===== src/rtl/timer_irq_ctl_pkg.sv =====
// Shared definitions for the system-timer interrupt controller: FSM encoding and the
// default watchdog timeout derived from the global timer/clock constants.
package timer_irq_ctl_pkg;

   localparam int unsigned TIMER_CYCLE_MS = 20;
   localparam int unsigned CLK_SYS_HZ     = 50_000_000;

   // One tick period plus 20% margin, in clk_sys cycles.
   localparam int unsigned TIRQ_TIMEOUT_DEFAULT = TIMER_CYCLE_MS * (CLK_SYS_HZ / 1000) * 6 / 5;

   typedef enum logic [1:0] {
      TIRQ_IDLE = 2'd0,
      TIRQ_REQ  = 2'd1,
      TIRQ_ACKW = 2'd2
   } tirq_state_e;

endpackage


===== src/rtl/timer_watchdog.sv =====
// Watchdog on the system-timer tick: raises a sticky timer_dead flag when no tick has
// been seen for TIMEOUT_CYCLES clocks; the next tick clears it.
module timer_watchdog
   import timer_irq_ctl_pkg::*;
#(
   parameter int unsigned TIMEOUT_CYCLES = TIRQ_TIMEOUT_DEFAULT
) (
   input  logic clk_sys,
   input  logic rst_n,
   input  logic zegar,
   output logic timer_dead
);

   localparam int unsigned CntW = $clog2(TIMEOUT_CYCLES + 1);
   localparam logic [CntW-1:0] CntLast = CntW'(TIMEOUT_CYCLES - 1);

   logic [CntW-1:0] cnt_d, cnt_q;
   logic            dead_d, dead_q;

   always_comb begin
      cnt_d  = cnt_q;
      dead_d = dead_q;
      if (zegar) begin
         cnt_d  = '0;
         dead_d = 1'b0;
      end else if (cnt_q == CntLast) begin
         // Counter parks at the last value so the flag stays set without wrapping.
         dead_d = 1'b1;
      end else begin
         cnt_d = cnt_q + CntW'(1);
      end
   end

   always_ff @(posedge clk_sys) begin
      if (!rst_n) begin
         cnt_q  <= '0;
         dead_q <= 1'b0;
      end else begin
         cnt_q  <= cnt_d;
         dead_q <= dead_d;
      end
   end

   assign timer_dead = dead_q;

endmodule


===== src/rtl/timer_irq_ctl.sv =====
// Queues system-timer ticks and presents them as a level interrupt request with a
// 4-phase request/acknowledge handshake; counts ticks lost to queue overflow.
module timer_irq_ctl
   import timer_irq_ctl_pkg::*;
#(
   parameter int unsigned MAX_PEND       = 3,
   parameter int unsigned LOST_W         = 8,
   parameter int unsigned TIMEOUT_CYCLES = TIRQ_TIMEOUT_DEFAULT
) (
   input  logic                            clk_sys,
   input  logic                            rst_n,
   input  logic                            zegar,
   input  logic                            irq_mask,
   input  logic                            irq_ack,
   input  logic                            clr_lost,
   output logic                            irq_zeg,
   output logic [$clog2(MAX_PEND+1)-1:0]   pend_cnt,
   output logic [LOST_W-1:0]               lost_cnt,
   output logic                            timer_dead
);

   localparam int unsigned PendW = $clog2(MAX_PEND + 1);
   localparam logic [PendW-1:0] PendMax = PendW'(MAX_PEND);

   tirq_state_e       state_d, state_q;
   logic [PendW-1:0]  pend_d, pend_q;
   logic [LOST_W-1:0] lost_d, lost_q;
   logic              irq_d, irq_q;
   logic              pend_inc, pend_dec, lost_inc;

   always_comb begin
      state_d = state_q;
      unique case (state_q)
         TIRQ_IDLE: if (pend_q != '0 && irq_mask) state_d = TIRQ_REQ;
         TIRQ_REQ: begin
            if (irq_ack)        state_d = TIRQ_ACKW;
            else if (!irq_mask) state_d = TIRQ_IDLE;
         end
         TIRQ_ACKW: if (!irq_ack) state_d = TIRQ_IDLE;
         default:   state_d = TIRQ_IDLE;
      endcase
      irq_d = (state_d == TIRQ_REQ);
   end

   always_comb begin
      pend_inc = zegar;
      pend_dec = (state_q == TIRQ_REQ) && irq_ack;
      pend_d   = pend_q;
      lost_inc = 1'b0;
      // A tick coinciding with an acknowledge replaces the consumed entry, so no loss.
      if (pend_inc && !pend_dec) begin
         if (pend_q < PendMax) pend_d = pend_q + PendW'(1);
         else                  lost_inc = 1'b1;
      end else if (!pend_inc && pend_dec) begin
         pend_d = pend_q - PendW'(1);
      end

      lost_d = lost_q;
      if (clr_lost)                      lost_d = '0;
      else if (lost_inc && lost_q != '1) lost_d = lost_q + LOST_W'(1);
   end

   always_ff @(posedge clk_sys) begin
      if (!rst_n) begin
         state_q <= TIRQ_IDLE;
         pend_q  <= '0;
         lost_q  <= '0;
         irq_q   <= 1'b0;
      end else begin
         state_q <= state_d;
         pend_q  <= pend_d;
         lost_q  <= lost_d;
         irq_q   <= irq_d;
      end
   end

   timer_watchdog #(
      .TIMEOUT_CYCLES(TIMEOUT_CYCLES)
   ) u_watchdog (
      .clk_sys   (clk_sys),
      .rst_n     (rst_n),
      .zegar     (zegar),
      .timer_dead(timer_dead)
   );

   assign irq_zeg  = irq_q;
   assign pend_cnt = pend_q;
   assign lost_cnt = lost_q;

endmodule


===== config.mk =====
export PLATFORM = sky130hd
export DESIGN_NAME = timer_irq_ctl
export DESIGN_NICKNAME = d
export VERILOG_FILES = /design/src/rtl/timer_irq_ctl_pkg.sv /design/src/rtl/timer_watchdog.sv /design/src/rtl/timer_irq_ctl.sv
export SDC_FILE = /design/constraint.sdc
export NUM_CORES = 1
export LEC_CHECK = 0
export CAP_MARGIN = 20
export CELL_PAD_IN_SITES_DETAIL_PLACEMENT = 0
export CELL_PAD_IN_SITES_GLOBAL_PLACEMENT = 1
export CORE_MARGIN = 2
export CORE_UTILIZATION = 42
export CTS_BUF_LIST = sky130_fd_sc_hd__clkbuf_16
export CTS_CLUSTER_SIZE = 8
export DETAILED_ROUTE_END_ITERATION = 8
export PLACE_DENSITY_LB_ADDON = 0.12
export SLEW_MARGIN = 20
export SYNTH_ARGS = -nofsm -noshare
export SYNTH_HDL_FRONTEND = slang
export SYNTH_SLANG_ARGS = --single-unit

===== constraint.sdc =====
create_clock -name clk_sys -period 2.4 [get_ports clk_sys]
set_clock_uncertainty 0.15 [all_clocks]
set_input_delay 0.36 -clock clk_sys [delete_from_list [all_inputs] [get_ports clk_sys]]
set_output_delay 0.36 -clock clk_sys [all_outputs]
set_load 0.03 [all_outputs]

# --- Yosys cells after proc, flatten, opt, wreduce, memory -nomap -nowiden ---
# Cells that the tools add are included.
# W data, S select, Z words.
op_classes:
  addsub: 4
  order_cmp: 1
  eq_ne: 6
  muxes: 10
  bitwise_logic: 1
  n_reduce_logical: 13
op_table:
  columns: ["operator", "count"]
  rows:
  - ["$add A21 B1 Y21 const B", 1]
  - ["$eq A21 B21 Y1 const B", 1]
  - ["$mux W2", 7]
  - ["$add A8 B1 Y8 const B", 1]
  - ["$ne A8 B8 Y1 const B", 1]
  - ["$pmux W2 S3", 1]
  - ["$logic_and A1 B1 Y1", 5]
  - ["$eq A2 B1 Y1 const B", 2]
  - ["$reduce_bool A2 Y1", 2]
  - ["$reduce_or A2 Y1", 2]
  - ["$add A2 B1 Y2 const B", 1]
  - ["$eq A2 B2 Y1 const B", 1]
  - ["$logic_not A1 Y1", 2]
  - ["$logic_not A2 Y1", 1]
  - ["$lt A2 B2 Y1 const B", 1]
  - ["$mux W1", 2]
  - ["$ne A2 B1 Y1 const B", 1]
  - ["$reduce_and A2 Y1", 1]
  - ["$sub A2 B1 Y2 const B", 1]
  - ["$not A1 Y1", 1]
word_totals:
  reg_bits: 35
  word_cells: 41

# --- Longest topological paths before layout ---
# Gate-level depths: netlist of run 1.
depth:
  depth_word: 6
  depth_mapped: 5
  depth_no_buf: 5

# --- Modules after synthesis ---
# Synthesis of run 1 repeated with hierarchy kept, for this count alone.
hier_totals:
  cells_unflattened: 183
  area_unflattened_um2: 1672.9
modules_own_cells:
  columns: ["mod", "n_inst", "cells_each", "area_each_um2", "seq_area_each_um2"]
  rows:
  - ["timer_watchdog", 1, 117, 1047.3, 440.4]
  - ["timer_irq_ctl", 1, 66, 625.6, 260.2]

# --- Worst setup path before layout of run 1 ---
# OpenSTA, ideal clock, no wires.
synth_timing:
  path_kind: "register to register"
  from: "reg lost_q[2], in the netlist lost_cnt[2]"
  to: "reg lost_q[7], in the netlist lost_cnt[7]"
  arrival_time_ns: 1.709
  path_slack_ns: 0.471
  path_stages_with_launch: 5
  path_buffers: 0
  synth_period_minus_slack_ns: 1.929
  path_cell_list: "dfxtp_1 -> nand4_1 -> or2_2 -> or4_1 -> a21oi_1"
synth_between:
  elab_chain_cells: 2
synth_lines:
  columns: ["element", "line_no", "source"]
  rows:
  - ["start, declared", "timer_irq_ctl.sv:27", "logic [LOST_W-1:0] lost_d, lost_q;"]
  - ["start signal, assigned", "timer_irq_ctl.sv:72", "lost_q <= lost_d;"]
  - ["branches (longest 2 deep; another with $add A8 B1 Y8)", null, null]
# Parallel ways; which one is timed is not known.
# A chain may end at the register's enable or synchronous reset.

# --- Final worst setup path of run 1 ---
layout_timing:
  from: "reg u_watchdog.cnt_q[0]"
  to: "reg u_watchdog.cnt_q[20]"
layout_between:
  elab_chain_cells: 1
layout_lines:
  columns: ["element", "line_no", "source"]
  rows:
  - ["start, declared", "timer_watchdog.sv:17", "logic [CntW-1:0] cnt_d, cnt_q;"]
  - ["start signal, assigned", "timer_watchdog.sv:39", "cnt_q <= cnt_d;"]
  - ["$add A21 B1 Y21 / $eq A21 B21 Y1 (equally long branches)", "timer_watchdog.sv:30, timer_watchdog.sv:26", null]
# Several ways; a longest one is shown, not always the timed one.

==> results.py, run 1 <==
metrics = {
    "synthesis": {
        "synth_warnings": 0,
        "yosysTopAreaCell": "dfxtp_1",
        "synth_common_cells": "dfxtp_1 (35), a21oi_1 (17), nand3_1 (16), nor2_1 (16), nand2_1 (13)",
        "ys_top_cells_by_area": "dfxtp_1 (41%), a21oi_1 (5.0%), nand3_1 (4.7%)",
        "yosysUniqueCellTypes": 44,
        "synthArstFlopShare_pct": 0,
        "syn_inst": 204,
        "ys_ff_latch": 35,
        "yosysMostFrequentCell": "dfxtp_1",
        "syn_nets": 212,
        "seq_area_frac_synth_pct": 40.97,
        "syn_area_um2": 1710,
        "syn_area_per_cell_um2": 8.384,
        "synth-main-ff-cell": "dfxtp_1",
        "synth_top_area_share_pct": 40.97,
        "synth_edf_count": 0,
    },
    "route": {
        "drcViolationCount": 0,
        "first_pass_iters": 4,
        "ant_nets": 0,
        "routedWlPerCell_um": 13.74,
        "vias_per_cell": 5.784,
        "vias": 1608,
        "totalWireLength_um": 3821,
        "drtIter0Drc": 88,
    },
    "timing": {
        "finalMaxSlewViolations": 0,
        "setup_viol": 0,
        "worst_pin_slew_ns": 0.5115,
        "period_needed_ns": 2.021,
        "fmaxAchievable_mhz": 494.9,
        "final.setup.worst_slack_ns": 0.3794,
        "holdWs_ns": 0.3450,
        "final-hold-violation-count": 0,
        "rsz0062_at_grt": "no",
        "setup-tns-final_ns": 0,
        "slew_headroom_pct": 65.62,
        "fin_crit_sh_pct": 84.19,
    },
    "min_path": {
        "whs_endpoint": "state_q[0]$_SDFF_PN0_",
        "worstHoldStart": "state_q[1]$_SDFF_PN0_",
        "whs_path_depth": 1,
        "hp-class": "flip-flop to flip-flop",
    },
    "power_and_ir_drop": {
        "powerDensity_nw_per_um2": 608.5,
        "switching_share_pct": 21.70,
        "p_seq_share_pct": 47.0,
        "ir_worst_vdd_mv": 0.4883,
        "p_clk_share_pct": 47.7,
        "p_int_uw": 997.9,
        "power_mw": 1.275,
        "pwr-share-comb_pct": 5.3,
        "power.leakage_nw": 0.6401,
        "switchingPower_uw": 276.6,
    },
    "finish": {
        "final_cell_area_um2": 2095,
        "n_antenna_cell": 0,
        "nets": 235,
        "layout-drive-gt1-share_pct": 9.649,
        "fillers": 397,
        "area_growth_pct": 22.46,
    },
    "critical_path": {
        "crit_path_top_delay_cell": "nor4_2",
        "cp_cell_sequence": "ha_1, nand4_1, nor4_2, a31o_2, a21oi_1",
        "critPathKind": "flip-flop to flip-flop",
        "rr_startpoint": "u_watchdog.cnt_q[0]$_SDFFE_PP0P_",
        "cp.buffers_inverters": 0,
        "worstSetupStartpoint": "u_watchdog.cnt_q[0]$_SDFFE_PP0P_",
        "crit_family": "simple AND/OR/NAND/NOR gates",
        "cp_slowest_stage_delay_ns": 0.54,
        "cp.required_ns": 2.40,
        "r2r_end": "u_watchdog.cnt_q[20]$_SDFFE_PP0P_",
        "cp_max_fo": 5,
        "reg2regPathDepth": 5,
        "rrSetupSlack_ns": 0.38,
        "cp-start-kind": "flip-flop",
        "cp.arrival_ns": 2.03,
        "crit_path_end_kind": "flip-flop",
    },
    "cts": {
        "cts_buffers": 5,
        "path_clk_slew_ns": 0.05,
        "cts_resized": 0,
        "clock_latency_ns": 0.27,
        "post_cts_buffers": 0,
        "cts_hold_repair.buffers": 0,
        "cts_tree": "done",
        "htreeDepth": 2,
        "clockBufferDepth": 2,
        "cts.sinks": 35,
        "ctsRootBufferMaster": "clkbuf_16",
    },
    "placement": {
        "pre_cts_slack_ns": 0.2996,
        "routabilityCongestion": 0.8192,
        "port_buffers": 17,
        "dpl_cell_area_um2": 1954,
        "dp_hpwl_um": 2740,
    },
    "floorplanning": {
        "die_y_um": 67.82,
        "die_x_um": 67.82,
        "num_io_pins": 18,
        "row_count": 23,
        "die-area_um2": 4599,
        "start_util_pct": 43.07,
        "core-area_um2": 3971,
    },
    "global_routing": {
        "grt_pass1_vias": 1510,
        "gr-total-overflow": 0,
        "grt_pass1_wl_um": 6658,
        "grt_max_degree": 21,
        "antenna_found_initial": 0,
        "grtUsageTotal_pct": 18.70,
    },
    "run_status": {
        "status": "complete, no violations",
    },
    "flow_run": {
        "cap_violations": 0,
    },
}
[cell type report]
| class | instances | area, µm² | share of cell area, % |
|---|---|---|---|
| multi-input cells | 156 | 960.9 | 45.88 |
| clock inverters | 3 | 15.01 | 0.7168 |
| inverters | 8 | 30.03 | 1.434 |
| repair buffers | 21 | 200.2 | 9.558 |
| clock buffers | 5 | 125.1 | 5.974 |
| flip-flops and latches | 35 | 700.7 | 33.45 |
| well taps | 50 | 62.56 | 2.987 |
[cell usage in the layout (no fill, tap or decap), types with 2 or more instances in the layout]
cell | netlist | layout
nor3_1 | 8 | 8
o31ai_1 | 3 | 3
inv_1 | 8 | 8
buf_4 | 0 | 4
and3_1 | 2 | 2
clkbuf_16 | 0 | 5
nand3b_1 | 2 | 2
nor2b_1 | 2 | 2
nand2_1 | 13 | 13
xnor2_1 | 6 | 6
a211oi_1 | 2 | 2
clkinv_2 | 0 | 3
o41ai_1 | 2 | 2
or2_2 | 2 | 2
a21boi_0 | 2 | 2
nand2b_1 | 3 | 3
dfxtp_1 | 35 | 35
nor4_1 | 4 | 4
nand4_1 | 10 | 10
a31oi_1 | 3 | 3
ha_1 | 2 | 2
or4_1 | 4 | 4
or3_1 | 5 | 5
clkdlybuf4s50_1 | 0 | 17
o21ai_0 | 11 | 11
mux2i_1 | 2 | 2
nand3_1 | 16 | 16
a31o_2 | 2 | 2
a21oi_1 | 17 | 17
and4_1 | 2 | 2
nor2_1 | 16 | 16
[cell families after synthesis]
kind of cell	share of synthesized area, %
mux	1.829
flops	40.97
xor+xnor	3.585
fa+ha+maj	1.463
buf+inv	2.853
compound gates	15.80
simple gates	33.50
[power groups by stage]
stage                     Clock, mW  Sequential, mW  Combinational (mW)
after global routing          0.655           0.600              0.0744
after global placement            0           0.610              0.0656
after floorplan                   0           0.619              0.0305
after detailed placement          0           0.611              0.0678
after CTS                     0.626           0.599              0.0685
final                         0.608           0.599              0.0678
[worst max path at each step]
| stage | to | depth (start not counted) |
|---|---|---|
| after floorplan | lost_cnt[7]$_SDFFE_PP0P_ | 4 |
| after global placement | lost_cnt[7]$_SDFFE_PP0P_ | 6 |
| after detailed placement | lost_cnt[7]$_SDFFE_PP0P_ | 6 |
| after CTS | u_watchdog.cnt_q[20]$_SDFFE_PP0P_ | 5 |
| after global routing | u_watchdog.cnt_q[20]$_SDFFE_PP0P_ | 5 |
| final | u_watchdog.cnt_q[20]$_SDFFE_PP0P_ | 5 |
[flip-flops by register name, indices dropped and copies added, names as in the netlist]
signal,count
irq_zeg,1
u_watchdog.cnt_q,21
u_watchdog.timer_dead,1
lost_cnt,8
pend_cnt,2
state_q,2
[metal layers]
| layer | up-vias | share of wire (%) | track usage, % |
|---|---|---|---|
| li1 | 820 | - | - |
| met1 | 754 | 46 | 22.51 |
| met2 | 29 | 49 | 33.21 |
| met3 | 5 | 4.4 | 5.099 |
| met4 | 0 | 0.71 | 4.250 |
| met5 | - | 0 | 0 |
[stage by stage]
step / cells / util, %
floorplan: 204 / -
global placement: 270 / 49.21
detailed placement: 270 / 49.21
CTS: 278 / 52.74
global route: 278 / 52.74
finish: 278 / 52.74
(Power assumes the default switching activity.)
==> inputs of run 2 (changes only) <==
- CORE_UTILIZATION: 42 -> 38
- clock period: 2.4 -> 1.7 ns (I/O delays scaled with it)
==> run 2 against run 1 <==
Net effect: sequential power rose by 40%; combinational power is 80% higher; the run now ends with negative setup slack left; final area grew 18%; first-iteration DRC count fell by 34%; via count grew 12%; non-clock buffer count increased by 41; total power up 42%; core utilization rose by 3.9 points; routed wire length grew 16%; critical path depth down 1; register-to-register slack got worse by 0.43 ns; fmax rose by 16%.
==> results.py, run 2 (synthesized netlist as in run 1, its figures left out) <==
metrics = {
    "finish": {
        "largest_reg_flops": 21,
        "layout-drive-gt1-share_pct": 29.74,
        "fillers": 398,
        "n_antenna_cell": 0,
        "utilization_pct": 56.67,
        "regMostFlops": "u_watchdog.cnt_q",
        "final_cell_area_um2": 2467,
        "nets": 276,
        "area_growth_pct": 44.26,
        "final_cell_mix": "buf_4 (43), dfxtp_1 (24), a21oi_1 (16)",
        "final_common_cell": "buf_4",
    },
    "critical_path": {
        "critPathKind": "flip-flop to flip-flop",
        "cp.required_ns": 1.75,
        "reg2regPathDepth": 4,
        "cp.arrival_ns": 1.80,
        "crit_path_end_kind": "flip-flop",
        "worstSetupStartpoint": "u_watchdog.cnt_q[0]$_SDFFE_PP0P_",
        "cp-start-kind": "flip-flop",
        "rr_startpoint": "u_watchdog.cnt_q[0]$_SDFFE_PP0P_",
        "cp_max_fo": 6,
    },
    "route": {
        "vias_per_cell": 5.626,
        "first_pass_iters": 4,
        "totalWireLength_um": 4424,
        "routedWlPerCell_um": 13.78,
        "vias": 1806,
        "drcViolationCount": 0,
        "ant_nets": 0,
        "drtIter0Drc": 58,
    },
    "floorplanning": {
        "die_x_um": 71.09,
        "num_io_pins": 18,
        "die-area_um2": 5054,
        "start_util_pct": 39.28,
        "core-area_um2": 4354,
        "die_y_um": 71.09,
        "row_count": 24,
    },
    "timing": {
        "slew_headroom_pct": 74.88,
        "fmaxAchievable_mhz": 572.4,
        "final-hold-violation-count": 0,
        "fin_crit_sh_pct": 102.8,
        "period_needed_ns": 1.747,
        "rsz0062_at_grt": "yes",
        "worst_pin_slew_ns": 0.3720,
        "finalMaxSlewViolations": 0,
        "setup_viol": 3,
        "final.setup.worst_slack_ns": -0.04712,
    },
    "min_path": {
        "worstHoldStart": "irq_ack",
        "hp-class": "primary input to flip-flop",
        "whs_path_depth": 2,
    },
    "power_and_ir_drop": {
        "pwr-share-comb_pct": 6.8,
        "p_int_mw": 1.417,
        "ir_worst_vdd_mv": 0.3865,
        "switching_share_pct": 21.86,
        "powerDensity_nw_per_um2": 734.7,
        "p_clk_share_pct": 47.0,
        "switchingPower_uw": 396.3,
        "power.leakage_nw": 0.9473,
        "p_seq_share_pct": 46.2,
    },
    "cts": {
        "path_clk_slew_ns": 0.06,
        "clock_latency_ns": 0.28,
        "cts.sinks": 35,
        "cts_hold_repair.buffers": 0,
        "clockBufferDepth": 2,
        "cts_buffers": 5,
        "ctsRootBufferMaster": "clkbuf_16",
        "htreeDepth": 2,
        "cts_tree": "done",
    },
    "global_routing": {
        "gr-total-overflow": 0,
        "grtUsageTotal_pct": 18.80,
        "grt_max_degree": 12,
        "grt_pass1_wl_um": 7659,
        "grt_pass1_vias": 1854,
        "antenna_found_initial": 0,
    },
    "placement": {
        "dpl_cell_area_um2": 2272,
        "port_buffers": 17,
        "dp_hpwl_um": 3252,
        "routabilityCongestion": 0.7879,
    },
    "run_status": {
        "status": "finished, violations left",
        "violations": "negative setup slack",
    },
    "flow_run": {
        "cap_violations": 0,
    },
}
## run 2: cell count changes in the layout (fill, tap and decap cells not counted), sizes merged
cell           change
buf               +41
dlygate4sd2       +10
clkdlybuf4s50     -12
clkinv             -1
dlymetal6s2s       +2
inv                +1
## run 2: worst paths after layout
path                                                           end  slack (ns)
worst min register to register  u_watchdog.timer_dead$_SDFFE_PP0N_        0.32
worst max-delay path             u_watchdog.cnt_q[15]$_SDFFE_PP0P_       -0.05
worst max register to register   u_watchdog.cnt_q[15]$_SDFFE_PP0P_       -0.05
worst min-delay path                         state_q[1]$_SDFF_PN0_        0.12
## run 2: final cells by class
type	instances	area, µm²	area share [%]
Clock buffer	5	125.1	5.071
Clock inverter	3	12.51	0.5071
Inverter	8	30.03	1.217
Multi-Input combinational cell	156	1008	40.87
Sequential cell	35	724.4	29.36
Tap cell	52	65.06	2.637
Timing Repair Buffer	62	501.7	20.33
## run 2: repair_timing
| action | 4_1_cts | 5_1_grt |
|---|---|---|
| hold endpoints to repair | 0 | 0 |
| pin swaps | 4 | 6 |
| endpoints found under the setup margin | 17 | 19 |
| cloned | 0 | 1 |
| setup buffers | 3 | 0 |
| gates resized for setup | 10 | 12 |
## run 2: power groups by stage
| stage | clock (mW) | sequential, mW | combinational (mW) |
|---|---|---|---|
| 6_report | 0.853 | 0.838 | 0.122 |
| 5_1_grt | 0.913 | 0.839 | 0.133 |
| 4_1_cts | 0.889 | 0.838 | 0.121 |
| 3_5_place_dp | 0 | 0.857 | 0.120 |
| 3_3_place_gp | 0 | 0.855 | 0.117 |
| 2_1_floorplan | 0 | 0.871 | 0.0430 |
## run 2: critical path: stages (launching register included)
cell and delay (ns):
dfxtp_4 0.37, nand4_4 0.11, or4_4 0.59, or3_1 0.33, a21oi_1 0.13
## run 2: through the flow
stage	total power, mW	setup TNS, ns	setup slack, ns	hold slack, ns	cells
6_report	1.813	-0.1141	-0.04712	0.1182	321
5_1_grt	1.884	-0.3295	-0.09513	0.1374	321
4_1_cts	1.848	-0.1007	-0.04885	0.3357	320
3_5_place_dp	0.9768	-2.332	-0.3154	0.3243	309
3_3_place_gp	0.9722	-1.429	-0.2417	0.2999	309
2_1_floorplan	0.9135	-0.06157	-0.06157	0.2340	204
## run 2: per-layer routing
metal | up-vias | wire length [µm] | track usage [%]
li1 | 904 | - | -
met1 | 845 | 1892 | 20.16
met2 | 50 | 2227 | 33.23
met3 | 7 | 219 | 5.271
met4 | 0 | 85 | 10.27
met5 | - | 0 | 0
==> inputs of run 3 (changes only) <==
- GPL_TIMING_DRIVEN: not set -> 0
- SYNTH_HIERARCHICAL: not set -> 1
==> run 3 against run 2 <==
Net effect: the run now ends clean; global-route usage shrank 2.2 points; fmax up 3.1%; sequential share of layout area rose by 2.5 points; synthesized cell count decreased by 10%; routed wire length fell by 12%; cell count shrank 16%; setup slack gained 0.053 ns; sequential power is essentially flat; critical endpoint is now lost_cnt[5]$_SDFFE_PP0P_; largest power group unchanged.
==> results.py, run 3 <==
metrics = {
    "critical_path": {
        "r2r_end": "lost_cnt[5]$_SDFFE_PP0P_",
        "cp-endpoint": "lost_cnt[5]$_SDFFE_PP0P_",
        "reg2regPathDepth": 6,
        "cp_max_fo": 4,
        "cp-start-kind": "flip-flop",
        "rr_startpoint": "lost_cnt[0]$_SDFFE_PP0P_",
        "cp.arrival_ns": 1.75,
        "rrSetupSlack_ns": 0.006,
        "worstSetupStartpoint": "lost_cnt[0]$_SDFFE_PP0P_",
        "cp.required_ns": 1.76,
        "crit_path_end_kind": "flip-flop",
        "critPathKind": "flip-flop to flip-flop",
    },
    "placement": {
        "routabilityCongestion": 0.7531,
        "dp_hpwl_um": 2613,
        "post-place-cells": 252,
        "port_buffers": 17,
        "pre_cts_slack_ns": -0.6195,
        "dpl_cell_area_um2": 1924,
    },
    "finish": {
        "stdcell_count": 271,
        "area_growth_pct": 36.95,
        "n_antenna_cell": 0,
        "layout-drive-gt1-share_pct": 30.14,
        "largest_reg_flops": 21,
        "nets": 226,
        "final_cell_area_um2": 2291,
        "regMostFlops": "u_watchdog/cnt_q",
        "utilization_pct": 53.35,
        "final_common_cell": "dfxtp_1",
        "final_cell_mix": "dfxtp_1 (22), nand2_1 (18), nor2_1 (11), or4_1 (11), dlygate4sd2_1 (10)",
    },
    "synthesis": {
        "synthArstFlopShare_pct": 0,
        "ys_ff_latch": 35,
        "yosysTopAreaCell": "dfxtp_1",
        "syn_area_um2": 1673,
        "seq_area_frac_synth_pct": 41.88,
        "synth_edf_count": 0,
        "syn_nets": 191,
        "synth_common_cells": "dfxtp_1 (35), nand2_1 (19), nor2_1 (12), or4_1 (12)",
        "syn_inst": 183,
        "syn_area_per_cell_um2": 9.141,
        "yosysMostFrequentCell": "dfxtp_1",
        "yosysUniqueCellTypes": 45,
        "synth_warnings": 6,
        "ys_top_cells_by_area": "dfxtp_1 (42%), or4_1 (5.4%), nand2_1 (4.3%)",
        "synth-main-ff-cell": "dfxtp_1",
        "synth_top_area_share_pct": 41.88,
    },
    "route": {
        "vias": 1494,
        "ant_nets": 0,
        "drtIter0Drc": 52,
        "totalWireLength_um": 3891,
        "first_pass_iters": 4,
        "vias_per_cell": 5.513,
        "drcViolationCount": 0,
        "routedWlPerCell_um": 14.36,
    },
    "timing": {
        "setup-tns-final_ns": 0,
        "final-hold-violation-count": 0,
        "slew_headroom_pct": 70.22,
        "final.setup.worst_slack_ns": 0.006226,
        "fmaxAchievable_mhz": 590.4,
        "period_needed_ns": 1.694,
        "setup_viol": 0,
        "holdWs_ns": 0.1879,
        "fin_crit_sh_pct": 99.63,
        "finalMaxSlewViolations": 0,
        "worst_pin_slew_ns": 0.4468,
        "rsz0062_at_grt": "yes",
    },
    "power_and_ir_drop": {
        "power.leakage_nw": 0.9231,
        "powerDensity_nw_per_um2": 787.5,
        "ir_worst_vdd_mv": 0.4761,
        "pwr-share-comb_pct": 5.9,
        "power_mw": 1.804,
        "p_seq_share_pct": 46.6,
        "p_int_mw": 1.408,
        "switchingPower_uw": 395.7,
        "p_clk_share_pct": 47.5,
        "switching_share_pct": 21.93,
    },
    "cts": {
        "clock_latency_ns": 0.28,
        "cts_hold_repair.buffers": 0,
        "cts_buffers": 5,
        "cts.sinks": 35,
        "cts_tree": "done",
        "ctsRootBufferMaster": "clkbuf_16",
        "htreeDepth": 2,
        "path_clk_slew_ns": 0.05,
        "clockBufferDepth": 2,
    },
    "global_routing": {
        "grt_pass1_wl_um": 6527,
        "antenna_found_initial": 0,
        "grt_max_degree": 12,
        "gr-total-overflow": 0,
        "grt_pass1_vias": 1467,
        "grtUsageTotal_pct": 16.58,
    },
    "floorplanning": {
        "die_x_um": 70.35,
        "row_count": 24,
        "die-area_um2": 4949,
        "num_io_pins": 18,
        "die_y_um": 70.35,
        "core-area_um2": 4294,
        "start_util_pct": 38.96,
    },
    "flow_run": {
        "cap_violations": 0,
    },
    "run_status": {
        "status": "complete, no violations",
    },
    "min_path": {
        "whs_path_depth": 3,
        "hp-class": "primary input to flip-flop",
    },
}
## run 3: logic make-up after synthesis
family / share of synthesized area (%)
buffers and inverters: 3.215
muxes: 2.468
and+or+nand+nor: 30.82
AOI/OAI and AO/OA: 16.98
xor gates and xnor gates: 3.141
adders and majority gates: 1.496
DFF: 41.88
## run 3: worst max-delay path: stages, from the launching register on
cell,delay (ns)
dfxtp_4,0.35
ha_4,0.18
nand3_4,0.09
o211ai_4,0.09
buf_4,0.15
or4_4,0.47
a21oi_2,0.14
## run 3: repair_timing
| action | in CTS | in global routing |
|---|---|---|
| endpoints found under the setup margin | 32 | 20 |
| gates cloned | 0 | 0 |
| buffers inserted | 4 | 7 |
| pin swaps | 1 | 5 |
| hold endpoints to repair | 0 | 0 |
| gates resized for setup | 25 | 34 |
## run 3: metal layers
layer | GRT usage, % | vias up | share of wire, %
met4 | 6.838 | 0 | 1.6
li1 | - | 767 | -
met1 | 19.23 | 703 | 45
met2 | 28.30 | 19 | 50
met5 | 0 | - | 0
met3 | 4.906 | 5 | 2.9
## run 3: layout make-up
| type | count | area [µm²] |
|---|---|---|
| Clock buffer | 5 | 125.1 |
| Clock inverter | 3 | 15.01 |
| Sequential cell | 35 | 729.5 |
| Inverter | 4 | 15.01 |
| Timing Repair Buffer | 28 | 264.0 |
| Buffer | 7 | 48.80 |
| Tap cell | 52 | 65.06 |
| Fill cell | 394 | 2003 |
| Multi-Input combinational cell | 137 | 1028 |
## run 3: power by group through the flow
stage	sequential (mW)	combinational, mW	clock, mW
global placement	0.862	0.0982	0
global route	0.842	0.116	0.922
finish	0.841	0.106	0.857
CTS	0.846	0.102	0.882
floorplan	0.873	0.0471	0
detailed placement	0.863	0.101	0
## run 3: how the worst min path moves through the flow
stage               slack, ns                                 to                         startpoint
finish                   0.19           pend_cnt[0]$_SDFFE_PN0P_                              rst_n
global route             0.24           pend_cnt[1]$_SDFFE_PN0P_                              rst_n
CTS                      0.32  u_watchdog/cnt_q[11]$_SDFFE_PP0P_  u_watchdog/cnt_q[11]$_SDFFE_PP0P_
detailed placement       0.31  u_watchdog/cnt_q[11]$_SDFFE_PP0P_  u_watchdog/cnt_q[11]$_SDFFE_PP0P_
global placement         0.30  u_watchdog/cnt_q[11]$_SDFFE_PP0P_  u_watchdog/cnt_q[11]$_SDFFE_PP0P_
floorplan                0.23           pend_cnt[0]$_SDFFE_PN0P_                              rst_n
